$ cat config.mk
export PLATFORM = sky130hd
export DESIGN_NAME = spi_responder
export DESIGN_NICKNAME = d
export VERILOG_FILES = /design/src/rtl/spi_pkg.sv /design/src/rtl/spi_sync.sv /design/src/rtl/spi_responder.sv
export SDC_FILE = /design/constraint.sdc
export NUM_CORES = 1
export LEC_CHECK = 0
export ABC_CLOCK_PERIOD_IN_PS = 4300
export CORE_MARGIN = 10
export CORE_UTILIZATION = 38
export DETAILED_ROUTE_END_ITERATION = 10
export MAX_ROUTING_LAYER = met4
export PLACE_DENSITY = 0.6
export SLEW_MARGIN = 5
export SYNTH_ARGS = -nofsm -noshare
export SYNTH_HDL_FRONTEND = slang
export SYNTH_HIERARCHICAL = 1
export SYNTH_SLANG_ARGS = --single-unit
$ cat constraint.sdc
create_clock -name clk -period 4.3 [get_ports clk]
set_input_delay 0.43 -clock clk [delete_from_list [all_inputs] [get_ports clk]]
set_output_delay 0.43 -clock clk [all_outputs]
set_load 0.05 [all_outputs]
$ cat src/rtl/spi_pkg.sv
// Shared types and constants for the SPI responder: FSM state, byte type and
// the default filler byte sent when nothing is queued for transmit.
package spi_pkg;

    typedef logic [7:0] spi_byte_t;

    typedef enum logic {
        ST_IDLE   = 1'b0,
        ST_ACTIVE = 1'b1
    } spi_state_t;

    localparam spi_byte_t IDLE_BYTE_DEFAULT = 8'hFF;

endpackage

$ cat src/rtl/spi_sync.sv
// Single-bit synchronizer of configurable depth with a configurable reset level,
// so each SPI input can come out of reset at its idle value.
module spi_sync #(
    parameter int   STAGES      = 2,
    parameter logic RESET_VALUE = 1'b0
) (
    input  logic clk,
    input  logic rst,
    input  logic d,
    output logic q
);

    logic [STAGES-1:0] chain;

    always_ff @(posedge clk) begin
        if (rst) begin
            chain <= {STAGES{RESET_VALUE}};
        end else begin
            chain <= {chain[STAGES-2:0], d};
        end
    end

    assign q = chain[STAGES-1];

endmodule

$ cat src/rtl/spi_responder.sv
// SPI mode-0 responder clocked from the system clock: oversamples cs/sclk/mosi,
// shifts bytes in and out, and holds a one-entry transmit buffer.
module spi_responder
    import spi_pkg::*;
#(
    parameter int        SYNC_STAGES = 2,
    parameter spi_byte_t IDLE_BYTE   = IDLE_BYTE_DEFAULT
) (
    input  logic       clk,
    input  logic       rst,
    input  logic       spi_cs,
    input  logic       spi_sclk,
    input  logic       spi_mosi,
    output logic       spi_miso,
    output logic       spi_miso_oe,
    output spi_byte_t  rx_data,
    output logic       rx_valid,
    input  spi_byte_t  tx_data,
    input  logic       tx_valid,
    output logic       tx_ready,
    output logic       tx_underrun,
    output spi_state_t fsm_state
);

    logic cs_s, sclk_s, mosi_s;
    logic cs_d, sclk_d;

    spi_sync #(.STAGES(SYNC_STAGES), .RESET_VALUE(1'b1)) u_sync_cs (
        .clk(clk), .rst(rst), .d(spi_cs), .q(cs_s)
    );
    spi_sync #(.STAGES(SYNC_STAGES), .RESET_VALUE(1'b0)) u_sync_sclk (
        .clk(clk), .rst(rst), .d(spi_sclk), .q(sclk_s)
    );
    spi_sync #(.STAGES(SYNC_STAGES), .RESET_VALUE(1'b0)) u_sync_mosi (
        .clk(clk), .rst(rst), .d(spi_mosi), .q(mosi_s)
    );

    logic cs_fall, cs_rise, sclk_rise, sclk_fall;
    assign cs_fall   =  cs_d   & ~cs_s;
    assign cs_rise   = ~cs_d   &  cs_s;
    assign sclk_rise = ~sclk_d &  sclk_s;
    assign sclk_fall =  sclk_d & ~sclk_s;

    spi_state_t state_q, state_n;
    logic [2:0] bit_cnt;
    spi_byte_t  rx_shift, rx_next, tx_shift, buf_data;
    logic       buf_full;
    logic       load, accept;

    always_ff @(posedge clk) begin
        if (rst) begin
            state_q <= ST_IDLE;
        end else begin
            state_q <= state_n;
        end
    end

    always_comb begin
        state_n = state_q;
        case (state_q)
            ST_IDLE:   if (cs_fall) state_n = ST_ACTIVE;
            ST_ACTIVE: if (cs_rise) state_n = ST_IDLE;
            default:   state_n = ST_IDLE;
        endcase
    end

    // Shifter loads at selection and at every byte boundary; a deselect wins over an edge.
    assign load    = ((state_q == ST_IDLE) && cs_fall) ||
                     ((state_q == ST_ACTIVE) && !cs_rise && sclk_fall && (bit_cnt == 3'd0));
    assign accept  = tx_valid && !buf_full;
    assign rx_next = {rx_shift[6:0], mosi_s};

    always_ff @(posedge clk) begin
        if (rst) begin
            cs_d        <= 1'b1;
            sclk_d      <= 1'b0;
            bit_cnt     <= 3'd0;
            rx_shift    <= '0;
            rx_data     <= '0;
            rx_valid    <= 1'b0;
            tx_shift    <= IDLE_BYTE;
            buf_data    <= '0;
            buf_full    <= 1'b0;
            tx_underrun <= 1'b0;
        end else begin
            cs_d        <= cs_s;
            sclk_d      <= sclk_s;
            rx_valid    <= 1'b0;
            tx_underrun <= 1'b0;

            // An empty buffer at load time sends the filler even if a byte arrives now.
            if (load) begin
                if (buf_full) begin
                    tx_shift <= buf_data;
                end else begin
                    tx_shift    <= IDLE_BYTE;
                    tx_underrun <= 1'b1;
                end
            end

            if (accept) begin
                buf_full <= 1'b1;
                buf_data <= tx_data;
            end else if (load && buf_full) begin
                buf_full <= 1'b0;
            end

            if (state_q == ST_IDLE) begin
                if (cs_fall) begin
                    bit_cnt  <= 3'd0;
                    rx_shift <= '0;
                end
            end else if (cs_rise) begin
                bit_cnt  <= 3'd0;
                rx_shift <= '0;
                tx_shift <= IDLE_BYTE;
            end else if (sclk_rise) begin
                rx_shift <= rx_next;
                bit_cnt  <= bit_cnt + 3'd1;
                if (bit_cnt == 3'd7) begin
                    rx_data  <= rx_next;
                    rx_valid <= 1'b1;
                end
            end else if (sclk_fall && (bit_cnt != 3'd0)) begin
                tx_shift <= {tx_shift[6:0], 1'b0};
            end
        end
    end

    assign spi_miso    = (state_q == ST_ACTIVE) ? tx_shift[7] : 1'b1;
    assign spi_miso_oe = (state_q == ST_ACTIVE);
    assign tx_ready    = !buf_full;
    assign fsm_state   = state_q;

endmodule
Yosys cells after proc, flatten, opt, wreduce, memory -nomap -nowiden
Cells that the tools add are included.

operators by class
  $add $sub $neg = 1
  eq/ne operators = 2
  muxes and demuxes = 22
  bitwise logic cells = 12
  reductions and logical operators = 18

operators with widths
  operator                                                        number
  8-bit 2-to-1 mux                                                6
  7-bit 2-to-1 mux                                                4
  3-bit 2-to-1 mux                                                4
  1-bit inverter                                                  8
  1-bit logical AND                                               7
  1-bit 2-to-1 mux                                                7
  1-bit bitwise AND                                               4
  4-bit AND reduction                                             1
  2-bit nonzero test                                              2
  4-bit OR reduction                                              1
  3-bit by 1-bit adder with 3-bit output (second input constant)  1
  3-bit == test (second input constant)                           1
  3-bit zero test                                                 1
  3-bit != test (second input constant)                           1
  3-bit nonzero test                                              1
  1-bit zero test                                                 2
  1-bit one-hot mux with 2 select lines                           1
  2-bit AND reduction                                             1
  2-bit OR reduction                                              1
  1-bit logical OR                                                1

word-level totals
  flip-flop bits (word level) = 46
  input port bits = 14
  output and inout port bits = 14
  word-level logic and storage cells = 69

Logic depth before layout (Yosys ltp)
  depth in word-level cells = 12
  gate-level depth with buffers = 7
  mapped depth without buffers = 6

Cells and area by module
The synthesis kept the hierarchy.

modules (own cells, without submodules)
  module         instances  cells each  area an instance (µm²)  sequential area each (µm²)
  spi_responder  1          189         1621.6                  800.8
  spi_sync       3          4           52.6                    40.0

Worst setup path after synthesis
Ideal clock, no wire load.

  path kind = register -> register
  from = register state_q, in the netlist fsm_state
  to = register tx_shift[0]
  data arrival time = 1756 ps
  required time = 4172 ps
  setup slack = 2416 ps
  stages on the path, launching flop included = 7
  path buffers = 2
  clock period less this slack = 1884 ps
  cells stage by stage = dfxtp_1 > buf_4 > inv_2 > o41a_1 > buf_4 > nor4_1 > a211oi_1

between the ends
  word-level cells in the longest chain between the ends = 9

RTL lines
  element                         RTL line              RTL
  start, declared                 spi_responder.sv:44   spi_state_t state_q, state_n;
  start signal, assigned          spi_responder.sv:54   state_q <= state_n;
  1-bit logical AND (3 in a row)  spi_responder.sv:69   ((state_q == ST_ACTIVE) && !cs_rise && sclk_fall && (bit_cnt == 3'd0));
  1-bit logical OR                spi_responder.sv:68   assign load = ((state_q == ST_IDLE) && cs_fall) ||
  8-bit 2-to-1 mux                spi_responder.sv:92   if (load) begin
  8-bit 2-to-1 mux                spi_responder.sv:124  end else if (sclk_fall && (bit_cnt != 3'd0)) begin
  8-bit 2-to-1 mux                spi_responder.sv:117  end else if (sclk_rise) begin
  8-bit 2-to-1 mux                spi_responder.sv:113  end else if (cs_rise) begin
  8-bit 2-to-1 mux *              spi_responder.sv:108  if (state_q == ST_IDLE) begin
  end signal, assigned            spi_responder.sv:94   tx_shift <= buf_data;
  end signal, assigned            spi_responder.sv:125  tx_shift <= {tx_shift[6:0], 1'b0};
  end, declared                   spi_responder.sv:46   spi_byte_t rx_shift, rx_next, tx_shift, buf_data;

Every way passes the cells marked *; elsewhere a longest branch is shown, timed or not.
A chain may end at the register's enable or synchronous reset.

Final worst setup path
  from = register state_q, in the netlist fsm_state
  to = output spi_miso_oe

RTL lines
  element        RTL line             RTL
  end, declared  spi_responder.sv:15  output logic spi_miso_oe,

No word-level cell between the ends.

==> impl_results.md <==
- CTS Root Cell: clkbuf_8
- M1 GR Usage: 0.134
- Io pins: 28
- Worst-skew pair later-pin latency: 300 ps
- Vias/cell: 5.08
- GR Util met2: 0.140
- WL final: 3.61 mm
- Largest net degree at the start of global routing: 42
- DR DRC count: 0
- Synth Area per Inst: 8.85 um^2
- Initial DRC Count: 46
- Overflow after GRT: 0
- Hold Crit Class: reg -> reg
- Share of cells above drive strength 1: 0.0538
- Synth cell types: 29
- Worst-path cell chain: clkdlybuf4s50_1
- Final Setup Violations: 0
- Die height: 88.4 um
- Net Sw Frac: 0.205
- WHS Endpoint: u_sync_cs/chain[1]
- Syn. warnings: 6
- Nets: 239
- Worst-case clock skew: 8.10 ps
- Synthesized cell area: 1780 um^2
- Initial Utilization: 0.400
- P_leak: 0.820 nW
- Flop2flop setup slack: 2250 ps
- FP Rows: 24
- Net Count, Synth: 218
- RSZ-0062 raised after global routing: no
- Dpl hpwl: 2.49 mm
- Flops & latches, synth: 46
- Die W: 88.4 um
- # diodes: 0
- Period utilization: 0.502
- Number of I/O port buffers: 27
- Maximum VDD drop: 0.218 mV
- Clock buffer depth: 2
- Worst stage delay on the critical path: 880 ps
- Placeable Area: 4440 um^2
- Post-CTS Resized: 0
- Worst R2R Start: fsm_state
- Comb pwr share: 0.069
- Synth-to-layout area growth: 23.6%
- Register-to-Register Path Depth: 4
- Placer congestion estimate: 0.727
- PwrDens: 408 nW/um^2
- Post-synthesis sequential area ratio: 0.518
- Max_cap viols: 0
- CTS tree: done
- H-tree Lvls: 2
- Slowest CP cell: clkdlybuf4s50_1
- Slew HR: 0.542
- Worst Hold Path Cells: 1
- Critical path buffers and inverters: 1
- WL per Instance: 13.1 um
- Die ar.: 7820 um^2
- Crit path time final: 2160 ps
- Delay-heaviest family, CP: buffers and inverters
- GR peak layer: met2
- Post-layout util: 0.495
- Worst Tran Pin Value: 682 ps
- Final Hold Vio Count: 0
- Status: complete, no violations
- Via Count: 1397
- Commonest non-fill, non-tap cell in the layout: dfxtp_1
- Worst setup EP type: output pin
- Post-synthesis cell count: 201
- Sink Count: 46
- Max Clk Rate: 463 MHz
- Critical path peak fanout: 13
- # fillers: 443
- FF-to-FF End: tx_shift[7]
- Critical path startpoint category: flop
- TritonCTS Buffers: 5
- Met3 global-route usage: 0.0368
- Commonest non-fill, non-tap cells in the layout: 46 x dfxtp_1, 27 x a21oi_1, 27 x nand2_1, 27 x clkdlybuf4s50_1, 14 x nor2_1
- Internal cell power: 0.000712 W
- Initial antenna violation count: 0
- Global Route Usage Sum: 0.103
- Setup TNS Final: 0 ps
- Drt pass-1 iters: 4
- Crit path depth: 1
- Share of power burned in registers: 0.497
- CTS Hold Bufs: 0
- Worst hold start: u_sync_cs/chain[0]
- ANT nets after route: 0
- CP Class: reg -> out
- Worst hold slack: 425 ps
- Global-route wire length before repair: 6.15 mm
- Slew Viols, Final: 0
- Post-CTS Setup Bufs: 0
- Vias in the first global route: 1260
- WP data required: 3870 ps
- WP data arrival: 1730 ps
- Clk slew on worst S/H paths: 90 ps
- Power share of the clock group: 0.434
- NetSw: 0.000184 W
[stage by stage]
step | cell area, um^2 | total power, W | instances | setup slack (ps)
finish | 2200 | 0.000896 | 275 | 2140
global placement | 2060 | 0.000518 | 267 | 2320
floorplan | 1780 | 0.000495 | 201 | 2420
detailed placement | 2060 | 0.000518 | 267 | 2250
CTS | 2200 | 0.000905 | 275 | 2120
global route | 2200 | 0.000933 | 275 | 2030
[state kept, by name, indices dropped and copies added, names as in the netlist, 2 cells and up]
signal / flops
bit_cnt: 3
tx_shift: 8
rx_data: 8
u_sync_cs/chain: 2
rx_shift: 7
u_sync_mosi/chain: 2
buf_data: 8
u_sync_sclk/chain: 2
[per-layer routing]
layer	share of wire	wire (um)	vias up
met5	0	0	-
met4	0.011	40	0
met3	0.046	165	4
met2	0.44	1590	26
met1	0.50	1810	633
li1	-	-	734
[logic make-up after synthesis]
logic type	count (synthesis)	synth area share
AO/OA/AOI/OAI	42	0.147
adder cells (fa/ha/maj)	3	0.0211
buffers and inverters	19	0.0478
flip-flops	46	0.518
multiplexers	7	0.0394
AND/OR/NAND/NOR	84	0.227
[Yosys cell counts]
library cell  instances  area [um^2]
a211oi_1              1         7.51
a21o_1                1         7.51
a21oi_1              27          135
a31o_2                1         8.76
a32oi_1               9         78.8
and3_1                1         6.26
buf_1                 1         3.75
buf_2                 2         10.0
buf_4                 3         22.5
clkbuf_1              8         30.0
dfxtp_1              46          921
ha_1                  3         37.5
inv_1                 4         15.0
inv_2                 1         3.75
mux2i_1               7         70.1
nand2_1              27          101
nand2b_1             11         68.8
nand3_1               9         45.0
nand4_1               2         12.5
nor2_1               14         52.6
nor2b_1               7         43.8
nor3_1                8         40.0
nor4_1                1         6.26
o21ai_1               1         5.00
o21bai_1              1         7.51
o41a_1                1         11.3
or2_1                 2         12.5
or2_2                 1         6.26
or3b_1                1         8.76
[power groups by stage]
| stage | clock network, W | registers (W) | logic, W |
|---|---|---|---|
| after floorplan | 0 | 0.000453 | 0.0000417 |
| after global placement | 0 | 0.000455 | 0.0000624 |
| after detailed placement | 0 | 0.000456 | 0.0000624 |
| after CTS | 0.000397 | 0.000445 | 0.0000627 |
| after global routing | 0.000417 | 0.000447 | 0.0000685 |
| final | 0.000389 | 0.000445 | 0.0000618 |
[layout make-up]
| cell class | count | area (um^2) | area share |
|---|---|---|---|
| clock inverter | 2 | 60.1 | 0.0273 |
| timing repair buffer | 28 | 278 | 0.126 |
| multi-input combinational | 136 | 773 | 0.352 |
| tap | 52 | 65.1 | 0.0296 |
| inverter | 5 | 18.8 | 0.00854 |
| sequential | 46 | 921 | 0.419 |
| clock buffer | 6 | 82.6 | 0.0376 |
[how the worst max path moves through the flow]
stage / endpoint / from / slack (ps)
global route: tx_shift[1] / fsm_state / 2030
floorplan: tx_shift[0] / fsm_state / 2420
finish: spi_miso_oe / fsm_state / 2140
CTS: spi_miso_oe / fsm_state / 2120
global placement: tx_shift[7] / fsm_state / 2320
detailed placement: tx_shift[7] / fsm_state / 2250
No activity file was read; power rests on OpenSTA's default activity.
